## src/rtl/mod_counter.sv

```systemverilog
// mod_counter: parametrised up/down modulo counter with load, wrap/saturate, carry out and sticky wrap flag
// Ports: clk, rst (sync, active-high); en, up_dn, load, load_val, clr_flag in;
// count (registered), tc (combinational terminal count), wrap_flag (sticky limit event) out.
module mod_counter #(
  parameter int WIDTH    = 4,
  parameter int MODULUS  = 16,
  parameter int SATURATE = 0,
  parameter int INIT     = 0
) (
  input  logic             clk,
  input  logic             rst,
  input  logic             en,
  input  logic             up_dn,
  input  logic             load,
  input  logic [WIDTH-1:0] load_val,
  input  logic             clr_flag,
  output logic [WIDTH-1:0] count,
  output logic             tc,
  output logic             wrap_flag
);
  localparam logic [WIDTH-1:0] MAX = WIDTH'(MODULUS - 1);
  logic [WIDTH-1:0] r_count, w_limit, w_load, w_step;
  logic             r_flag, w_at;
  always_comb begin
    w_limit = up_dn ? MAX : '0;
    w_at    = r_count == w_limit;
    // compared one bit wider so MODULUS = 2^WIDTH never folds into a constant test
    w_load  = ({1'b0, load_val} >= (WIDTH+1)'(MODULUS)) ? MAX : load_val;
    w_step  = w_at ? ((SATURATE != 0) ? r_count : (up_dn ? '0 : MAX))
                   : (up_dn ? r_count + WIDTH'(1) : r_count - WIDTH'(1));
    tc      = en & ~load & w_at;
  end
  always_ff @(posedge clk) begin
    if (rst) begin
      r_count <= WIDTH'(INIT);
      r_flag  <= 1'b0;
    end else begin
      r_count <= load ? w_load : (en ? w_step : r_count);
      r_flag  <= tc ? 1'b1 : (clr_flag ? 1'b0 : r_flag);
    end
  end
  assign count     = r_count;
  assign wrap_flag = r_flag;
endmodule

```

## config.mk

```make
export PLATFORM = sky130hd
export DESIGN_NAME = mod_counter
export DESIGN_NICKNAME = d
export VERILOG_FILES = /design/src/rtl/mod_counter.sv
export SDC_FILE = /design/constraint.sdc
export NUM_CORES = 1
export LEC_CHECK = 0
export ABC_CLOCK_PERIOD_IN_PS = 1900
export BUFFER_PORTS_ARGS = -buffer_cell sky130_fd_sc_hd__buf_4
export CAP_MARGIN = 20
export CORE_AREA = 2 2 39 41
export DETAILED_ROUTE_END_ITERATION = 12
export DIE_AREA = 0 0 41 43
export GPL_ROUTABILITY_DRIVEN = 0
export HOLD_SLACK_MARGIN = 0.12
export PLACE_DENSITY = 0.63
export SLEW_MARGIN = 10
export SYNTH_ARGS = -nofsm -noshare
export SYNTH_HDL_FRONTEND = slang
export SYNTH_SLANG_ARGS = --single-unit
```

## constraint.sdc

```tcl
create_clock -name clk -period 1.9 [get_ports clk]
set_input_delay 0.38 -clock clk [delete_from_list [all_inputs] [get_ports clk]]
set_output_delay 0.38 -clock clk [all_outputs]
set_load 0.005 [all_outputs]
```

==> impl_results.md <==
* Count of final setup violators at 0
* Fin Hold WS at 0.3582 ns
* CTS Hold Bufs at 0
* Syn Area/Cell at 8.426 µm²
* Die height at 43 µm
* Fin nets at 83
* Commonest non-fill, non-tap cells in the layout: buf_4 (17), a21oi_1 (7), dfxtp_1 (5), inv_1 (4), clkbuf_4 (3)
* Clock skew at 0.002613 ns
* Starting density of the core at 29.84%
* Synth Area in Compound Gates at 29.39%
* Outcome: completed
* Pre-antenna DRT Iters at 2
* CP required at 1.52 ns
* Post-synthesis mux area share at 2.424%
* CTS tree: yes
* Total CTS buffers at 3
* Via density at 4.988
* Syn nets at 62
* Post_cts resized at 0
* Wire length per cell at 11.09 µm
* WS Path Type: reg -> out
* Post-Route WL at 943 µm
* Pwr Total at 0.3582 mW
* Initial antenna violation count at 0
* Worst-skew pair later-pin latency at 0.24 ns
* Xor/xnor share of the synthesized area at 2.121%
* Synthesized flop and latch total at 5
* PD cells at 615.7 mW/mm²
* RSZ-0062 raised after global routing: false
* Max_slew headroom at 84.50%
* Hold Path Class: in -> reg
* Vias at 424
* MaxCap Viol Count at 0
* CTS root buf: clkbuf_4
* Crit-path max FO at 7
* Io pins at 16
* CTS HTree Levels at 1
* CP cell instances: or3_4, a211oi_2, buf_4
* Core outline area at 0.001384 mm²
* # diodes at 0
* Worst setup EP type: output port
* Wire length of the first global-routing pass at 1614 µm
* Critical Path Start Type: flop
* Yosys warnings at 0
* Post-synth ARST share at 0%
* Most used flip-flop cell after synthesis: dfxtp_1
* Clk sinks at 5
* Largest family of logic cells by synthesized area: compound AO/OA/AOI/OAI gates
* Row cnt at 14
* Post-route antenna net violation count at 0
* I/O Buffers at 15
* Synth Area in Simple Gates at 26.06%
* Post-route setup slack at 0.08873 ns
* Slew Limit Fails at 0
* Synthesized area at 412.9 µm²
* Clk buf depth at 2
* Netlist cell types at 29
* Filler cells at 150
* CP max stage cell: or3_4
* EDFF count, synth at 0
* Fin Setup TNS at 0 ns
* Commonest non-fill, non-tap cell in the layout: buf_4
* Drc violations at 0
* Final Cycle Share at 95.33%
* Worst hold start: rst
* Vias in the first global route at 377
* Slew @ Worst Pin at 0.2322 ns
* Sequential element share of the synthesized area at 24.24%
* Final hold violations at 0
* Max VDD drop at 0.0003544 V
* Reg-to-Reg Start: count[1]
* Die Wd at 41 µm
* Layout cell share with drive strength beyond 1 at 37.68%
* Synth Instances at 49
* Leak at 0.2655 nW
* Max stage delay on crit path at 0.40 ns
* Total grt overflow at 0
* CP Launch Point: count[3]
* Fmax at 552.1 MHz
* Area delta synth->final at 40.91%
* DR iter-0 viols at 5
* Total GRT Usage at 13.57%
* Postcts setup bufs at 0
* Die area at 0.001763 mm²
* Synth Area in Adders at 10.91%
* Largest net degree at the start of global routing at 10
* Crit path DAT at 1.43 ns
* Pre-CTS setup slack at 0.03864 ns
* HPWL Detailed at 740.9 µm
* Worst-path clk slew at 0.04 ns
* Period minus WS final at 1.811 ns
-- flip-flops by register name (all words and copies together), names as in the netlist --
signal	cells
wrap_flag	1
count	4
-- Yosys cell counts (2+ instances only) --
cell / instances / area [µm²]
or2_2: 2 / 12.51
inv_1: 4 / 15.01
ha_1: 2 / 25.02
nor2_1: 2 / 7.510
a21oi_1: 7 / 35.03
dfxtp_1: 5 / 100.1
and3_1: 2 / 12.51
nor3b_1: 2 / 15.01
nand3_1: 2 / 10.01
o21ai_0: 2 / 10.01
-- power by group --
part | switching (mW) | internal [mW]
logic | 0.0513 | 0.0614
clock network | 0.0440 | 0.0794
registers | 0.00877 | 0.113
total | 0.104 | 0.254
-- per-stage QoR --
stage	instances	cell area, µm²	utilization (%)
finish	85	581.8	42.04
global route	85	581.8	42.04
CTS	85	581.8	42.04
detailed placement	81	555.5	40.14
global placement	81	555.5	40.14
floorplan	49	412.9	-
-- critical path, delay by kind of cell (launching register included) --
kind                   cells  cell delay (ns)
and+or+nand+nor            1             0.40
AOI/OAI and AO/OA          1             0.27
buffers and inverters      1             0.15
DFF                        1             0.36
-- final cells by class --
| cell class | instances | area (µm²) | share of cell area [%] |
|---|---|---|---|
| clock buffers | 4 | 26.28 | 4.516 |
| repair buffers | 17 | 127.6 | 21.94 |
| flip-flops and latches | 5 | 100.1 | 17.20 |
| inverters | 4 | 15.01 | 2.581 |
| well taps | 16 | 20.02 | 3.441 |
| multi-input cells | 39 | 292.8 | 50.32 |
-- per-layer routing --
| layer | vias up | share of wire, % | global-route usage [%] | wire length, µm |
|---|---|---|---|---|
| met5 | - | 0 | 0 | 0 |
| met4 | 0 | 0 | 4.000 | 0 |
| met3 | 0 | 5.2 | 7.853 | 49 |
| met2 | 10 | 45 | 16.88 | 428 |
| met1 | 190 | 49 | 19.35 | 466 |
| li1 | 224 | - | - | - |
-- logic make-up after synthesis --
group	count (synthesis)
AO/OA/AOI/OAI	17
XOR/XNOR	1
adder cells (fa/ha/maj)	3
buffers and inverters	5
flip-flops	5
multiplexers	1
AND/OR/NAND/NOR	17
-- path summary, 6_finish.rpt --
path / end / slack [ns] / cells after the start
hold / removal: count[0] / 0.36 / 2
setup / recovery: tc / 0.09 / 3
setup reg to reg: count[2] / 0.29 / 5
hold reg to reg: wrap_flag / 0.58 / 2
Note: power is estimated with default switching activity, not from simulation.
